File: config.mk
export PLATFORM = sky130hd
export DESIGN_NAME = bp_be_scoreboard_mc
export DESIGN_NICKNAME = d
export VERILOG_FILES = /design/src/rtl/bp_be_scoreboard_mc.sv
export SDC_FILE = /design/constraint.sdc
export NUM_CORES = 1
export LEC_CHECK = 0
export BUFFER_PORTS_ARGS = -buffer_cell sky130_fd_sc_hd__buf_2
export CAP_MARGIN = 40
export CELL_PAD_IN_SITES_DETAIL_PLACEMENT = 1
export CELL_PAD_IN_SITES_GLOBAL_PLACEMENT = 2
export CORE_UTILIZATION = 39
export DETAILED_ROUTE_END_ITERATION = 12
export PLACE_DENSITY_LB_ADDON = 0.15
export SLEW_MARGIN = 40
export SYNTH_ARGS = -nofsm -noshare
export SYNTH_HDL_FRONTEND = slang
export SYNTH_SLANG_ARGS = --single-unit
export TNS_END_PERCENT = 10
File: constraint.sdc
create_clock -name clk_i -period 4.4 [get_ports clk_i]
set_input_delay 0 -clock clk_i [delete_from_list [all_inputs] [get_ports clk_i]]
set_output_delay 0 -clock clk_i [all_outputs]
set_load 0.05 [all_outputs]
File: src/rtl/bp_be_scoreboard_mc.sv
// rtl/bp_be_scoreboard_mc.sv - multi-port counter-based register scoreboard (RAW/WAW tracking)
// Optional same-cycle clear bypass on match outputs: BP_BE_SCOREBOARD_CLEAR_BYPASS_EN
module bp_be_scoreboard_mc #(
  parameter int num_regs_p  = 32,
  parameter int num_rs_p    = 3,
  parameter int num_score_p = 1,
  parameter int num_clear_p = 2,
  parameter int cnt_width_p = 2,
  parameter int zero_reg_p  = 1,
  localparam int reg_addr_width = $clog2(num_regs_p)
) (
  input  logic                                  clk_i,
  input  logic                                  reset_n_i,
  input  logic                                  flush_i,
  input  logic [num_score_p-1:0]                score_v_i,
  input  logic [num_score_p*reg_addr_width-1:0] score_rd_i,
  input  logic [num_clear_p-1:0]                clear_v_i,
  input  logic [num_clear_p*reg_addr_width-1:0] clear_rd_i,
  input  logic [num_rs_p*reg_addr_width-1:0]    check_rs_i,
  input  logic [reg_addr_width-1:0]             check_rd_i,
  output logic [num_rs_p-1:0]                   rs_match_o,
  output logic                                  rd_match_o,
  output logic                                  rd_full_o,
  output logic                                  busy_o,
  output logic                                  error_o
);

  localparam int sum_w = cnt_width_p + $clog2(num_score_p + num_clear_p) + 1;
  localparam logic signed [sum_w-1:0] one_s = sum_w'(1);
  localparam logic signed [sum_w-1:0] max_s = sum_w'((1 << cnt_width_p) - 1);
  localparam logic [cnt_width_p-1:0]  cnt_max = '1;

  logic [cnt_width_p-1:0] cnt_r [num_regs_p];
  logic [cnt_width_p-1:0] cnt_n [num_regs_p];
  logic                   err_r;
  logic                   ovf;
  logic signed [sum_w-1:0] acc;

  // Net score/clear effect per register, evaluated wide enough that no
  // combination of ports can wrap before saturation is applied.
  always_comb begin
    ovf = 1'b0;
    acc = '0;
    for (int r = 0; r < num_regs_p; r++) begin
      acc = $signed({{(sum_w-cnt_width_p){1'b0}}, cnt_r[r]});
      for (int p = 0; p < num_score_p; p++)
        if (score_v_i[p] && score_rd_i[p*reg_addr_width +: reg_addr_width] == reg_addr_width'(r))
          acc = acc + one_s;
      for (int p = 0; p < num_clear_p; p++)
        if (clear_v_i[p] && clear_rd_i[p*reg_addr_width +: reg_addr_width] == reg_addr_width'(r))
          acc = acc - one_s;
      if (zero_reg_p != 0 && r == 0) begin
        cnt_n[r] = '0;
      end else if (acc[sum_w-1]) begin
        cnt_n[r] = '0;
        ovf      = 1'b1;
      end else if (acc > max_s) begin
        cnt_n[r] = cnt_max;
        ovf      = 1'b1;
      end else begin
        cnt_n[r] = acc[cnt_width_p-1:0];
      end
    end
  end

  always_ff @(posedge clk_i or negedge reset_n_i) begin
    if (!reset_n_i) begin
      for (int r = 0; r < num_regs_p; r++) cnt_r[r] <= '0;
      err_r <= 1'b0;
    end else if (flush_i) begin
      for (int r = 0; r < num_regs_p; r++) cnt_r[r] <= '0;
    end else begin
      for (int r = 0; r < num_regs_p; r++) cnt_r[r] <= cnt_n[r];
      err_r <= err_r | ovf;
    end
  end

  function automatic logic [cnt_width_p-1:0] cnt_at(input logic [reg_addr_width-1:0] a,
                                                    input logic [cnt_width_p-1:0] c);
    return (int'(a) < num_regs_p) ? c : '0;
  endfunction

`ifdef BP_BE_SCOREBOARD_CLEAR_BYPASS_EN
  localparam int cmp_w = cnt_width_p + $clog2(num_clear_p + 1);

  // Pending after this cycle's retirements: cnt - clears > 0, i.e. cnt > clears.
  function automatic logic pending(input logic [reg_addr_width-1:0] a,
                                   input logic [cnt_width_p-1:0] c,
                                   input logic [num_clear_p-1:0] cv,
                                   input logic [num_clear_p*reg_addr_width-1:0] crd);
    logic [cmp_w-1:0] clr;
    clr = '0;
    for (int p = 0; p < num_clear_p; p++)
      if (cv[p] && crd[p*reg_addr_width +: reg_addr_width] == a)
        clr = clr + cmp_w'(1);
    return cmp_w'(c) > clr;
  endfunction

  always_comb begin
    rs_match_o = '0;
    for (int i = 0; i < num_rs_p; i++)
      rs_match_o[i] = pending(check_rs_i[i*reg_addr_width +: reg_addr_width],
                              cnt_at(check_rs_i[i*reg_addr_width +: reg_addr_width],
                                     cnt_r[check_rs_i[i*reg_addr_width +: reg_addr_width]]),
                              clear_v_i, clear_rd_i);
    rd_match_o = pending(check_rd_i, cnt_at(check_rd_i, cnt_r[check_rd_i]), clear_v_i, clear_rd_i);
  end
`else
  always_comb begin
    rs_match_o = '0;
    for (int i = 0; i < num_rs_p; i++)
      rs_match_o[i] = cnt_at(check_rs_i[i*reg_addr_width +: reg_addr_width],
                             cnt_r[check_rs_i[i*reg_addr_width +: reg_addr_width]]) != '0;
    rd_match_o = cnt_at(check_rd_i, cnt_r[check_rd_i]) != '0;
  end
`endif

  always_comb begin
    busy_o = 1'b0;
    for (int r = 0; r < num_regs_p; r++) busy_o = busy_o | (cnt_r[r] != '0);
  end

  assign rd_full_o = cnt_at(check_rd_i, cnt_r[check_rd_i]) == cnt_max;
  assign error_o   = err_r;

endmodule

==> metrics.md <==
| Metric | Value |
|---|---|
| YS warnings | `0` |
| Worst min-delay path category | `primary input to register` |
| Largest family of logic cells by synthesized area | `simple AND/OR/NAND/NOR gates` |
| Drt pass-1 iters | `9` |
| Post-DRT Antenna Nets | `0` |
| Largest net degree at the start of global routing | `64` |
| Max-cap viol count | `0` |
| Flop2flop setup slack | `130 ps` |
| Die width | `186 µm` |
| Worst vdd ir | `0.215 mV` |
| Final period util | `97.1%` |
| Clk_skew | `8.61 ps` |
| Share of cells above drive strength 1 | `17.5%` |
| Fin. Hold Viols | `0` |
| Proportion of synthesized area in mux cells | `12.9%` |
| Max-slew headroom | `45.2%` |
| Fraction of registers with async set/reset | `100%` |
| Finished Layout Cells | `2,217` |
| Worst R2R Start | `cnt_r[4]` |
| Initial DRC Count | `about 1,100` |
| Synthesis-stage register bit count | `63` |
| CTS Buf Count | `9` |
| Port Buffers | `47` |
| Die height | `186 µm` |
| Final setup TNS | `0 ps` |
| Clock Pin Slew Worst Setup and Hold Paths | `70 ps` |
| Worst Hold End | `cnt_r[51]` |
| Placed Instances | `2,198` |
| Clk root buf | `clkbuf_16` |
| Die area | `34,400 µm²` |
| Vias | `between 10,000 and 15,000` |
| Hold Crit Start | `flush_i` |
| Worst hold slack | `213 ps` |
| Finish-stage setup viols | `0` |
| Sequential share of power | `24.2%` |
| Clk network pwr share | `30.2%` |
| Post-Synthesis Cell Area | `between 10,000 and 15,000 µm²` |
| Critical Path Start Type | `register` |
| Slew Viols, Final | `0` |
| Crit path kind | `register to register` |
| Most frequent cells in the layout | `168 x nor2_1, 153 x ha_1, 146 x nand2_1, 123 x buf_4, 103 x a21oi_1` |
| XOR/XNOR Fraction of Synth Area | `8.97%` |
| Avg Inst Size Synth | `7.85 µm²` |
| Hold Path Stages | `2` |
| Routed len/inst | `27.2 µm` |
| Initial Util | `40.0%` |
| Initial antenna violation count | `6` |
| CP Data Required Time | `4660 ps` |
| HPWL Detailed | `48.5 mm` |
| Setup ws final | `127 ps` |
| R2r worst-path depth | `17` |
| Switch Pwr | `about 0.0012 W` |
| R2R Path End | `error_o` |
| Vias/cell | `6.47` |
| Gpl congestion | `slightly below 1` |
| Cell internal pwr | `roughly 0.0016 W` |
| Grt ovf | `0` |
| CP arrival | `4540 ps` |
| Worst Setup End Kind | `register` |
| Post-Route WL | `between 60 and 70 mm` |
| Synthesized instance count | `1,674` |
| Gate power share | `around 46%` |
| Number of synthesized flops with an enable pin | `0` |
| Postcts setup bufs | `0` |
| Area grow syn2layout | `13.4%` |
| # rows | `66` |
| Fmax achieved | `234 MHz` |
| Simple-gate share of the synthesized area | `26.5%` |
| RSZ-0062 raised after global routing | `no` |
| Worst skew pair latency | `380 ps` |
| Total GRT Usage | `a little over a third` |
| Final nets | `1,962` |
| TritonCTS clock tree | `built` |
| Commonest non-fill, non-tap cell in the layout | `nor2_1` |
| Cell Pwr Density | `184 nW/µm²` |
| Placeable Area | `32,900 µm²` |
| Final min period | `4270 ps` |
| Clock buffer depth | `2` |
| DRC Markers | `0` |
| Sw Ratio | `42.5%` |
| Crit Path Max Fanout | `6` |
| Status | `complete, no violations` |
| Most used DFF post-synth | `dfrtp_1` |
| I/O pins | `48` |
| Global-route wire length before repair | `90.3 mm` |
| Synth Area in Compound Gates | `19.4%` |
| Clock Sinks | `63` |
| Leak | `5.93 nW` |
| Setup slack at placement | `-128 ps` |
| Vias in the first global route | `14,400` |
| Synth Area in Adders | `14.6%` |
| H-tree levels | `3` |
| Sequential fraction of the synthesis area | `12.0%` |
| Worst-Margin Slew | `814 ps` |
| Distinct cells, synth | `between 90 and 100` |
| Synth Net Count | `1,868` |
-- area by class of cell --
type,count,area [µm²]
Inverter,95,357
Timing Repair Buffer,172,1190
Tap cell,442,553
Clock inverter,3,40.0
Multi-Input combinational cell,1427,10900
Sequential cell,63,1580
Fill cell,4110,18000
Antenna cell,2,5.00
Clock buffer,13,270
-- Yosys cell counts, drive strengths merged (8+ instances only) --
master | count | area [µm²]
a31oi | 28 | 175
nand2b | 26 | 163
a211oi | 21 | 168
inv | 95 | 357
nor4 | 13 | 81.3
and2 | 10 | 62.6
a2111oi | 13 | 133
buf | 36 | 194
nand3 | 68 | 345
a32oi | 10 | 87.6
mux2i | 37 | 370
o22ai | 9 | 56.3
and4b | 13 | 130
nor3 | 44 | 220
and4 | 18 | 158
nor3b | 8 | 60.1
xnor2 | 101 | 892
dfrtp | 63 | 1580
mux2 | 28 | 315
mux4 | 45 | 1010
a311oi | 14 | 123
nand4bb | 8 | 90.1
and3 | 28 | 175
ha | 153 | 1910
nor2 | 172 | 658
a21boi | 17 | 128
xor2 | 25 | 219
nand2 | 147 | 554
nand4 | 47 | 294
nand4b | 11 | 109
clkbuf | 53 | 203
a21oi | 103 | 515
a221oi | 9 | 78.8
o21ai | 72 | 360
-- registers in the layout, indices dropped and copies added (netlist names) --
register,cells
cnt_r,62
error_o,1
-- power by group through the flow --
stage	Sequential, W	Clock (W)	Combinational, W
after floorplan	0.000654	0	0.000765
after global placement	0.000670	0	0.00119
after detailed placement	0.000671	0	0.00121
after CTS	0.000661	0.000842	0.00122
after global routing	0.000667	0.000861	0.00134
final	0.000663	0.000829	0.00125
-- worst max-delay path by stage --
stage	from	to	slack, ps	cells after the start
2_1_floorplan	cnt_r[44]	error_o	540	18
3_3_place_gp	score_rd_i[2]	error_o	-60	17
3_5_place_dp	score_rd_i[0]	error_o	-130	17
4_1_cts	cnt_r[44]	error_o	30	18
5_1_grt	cnt_r[57]	error_o	5	17
6_report	cnt_r[4]	error_o	130	17
-- layer usage --
metal | global-route usage [%] | routed length [µm]
met5 | 0 | 11
met4 | 16.3 | 2830
met3 | 6.83 | 4890
met2 | 57.6 | 27200
met1 | 46.2 | 25400
-- repair_timing --
item / CTS / global route
hold buffers: 1 / 0
endpoints found under the hold margin: 63 / 0
pin swaps: 0 / 1
resized for setup: 1 / 17
endpoints found under the setup margin: 1 / 1
gates cloned: 0 / 0
-- kinds of logic (layout without fill, tap and decap cells) --
kind of cell	after synthesis	in the layout
adder cells (fa/ha/maj)	153	153
other	0	2
XOR/XNOR	129	129
buffers and inverters	184	283
AND/OR/NAND/NOR	655	655
flip-flops	63	63
AO/OA/AOI/OAI	380	380
multiplexers	110	110
-- stage by stage --
stage          instance area, µm²  power [W]  utilization [%]
6_report                    14900    0.00274             45.4
5_1_grt                     14900    0.00287             45.3
4_1_cts                     14800    0.00272             45.1
3_5_place_dp                14500    0.00188             44.1
3_3_place_gp                14500    0.00186             44.1
2_1_floorplan               13100    0.00142                -
-- critical path, cell delays in order (launching register included) --
cell	delay [ps]
dfrtp_2	430
inv_1	90
ha_1	320
nand3_1	110
and2_1	160
ha_1	260
and3_1	140
a31oi_1	50
inv_1	100
ha_1	200
nand4_1	130
o311a_1	360
a211oi_2	270
nand3_1	160
nor4_2	290
o2111ai_1	160
or4_1	550
o32a_1	370
Note: power is estimated with default switching activity, not from simulation.
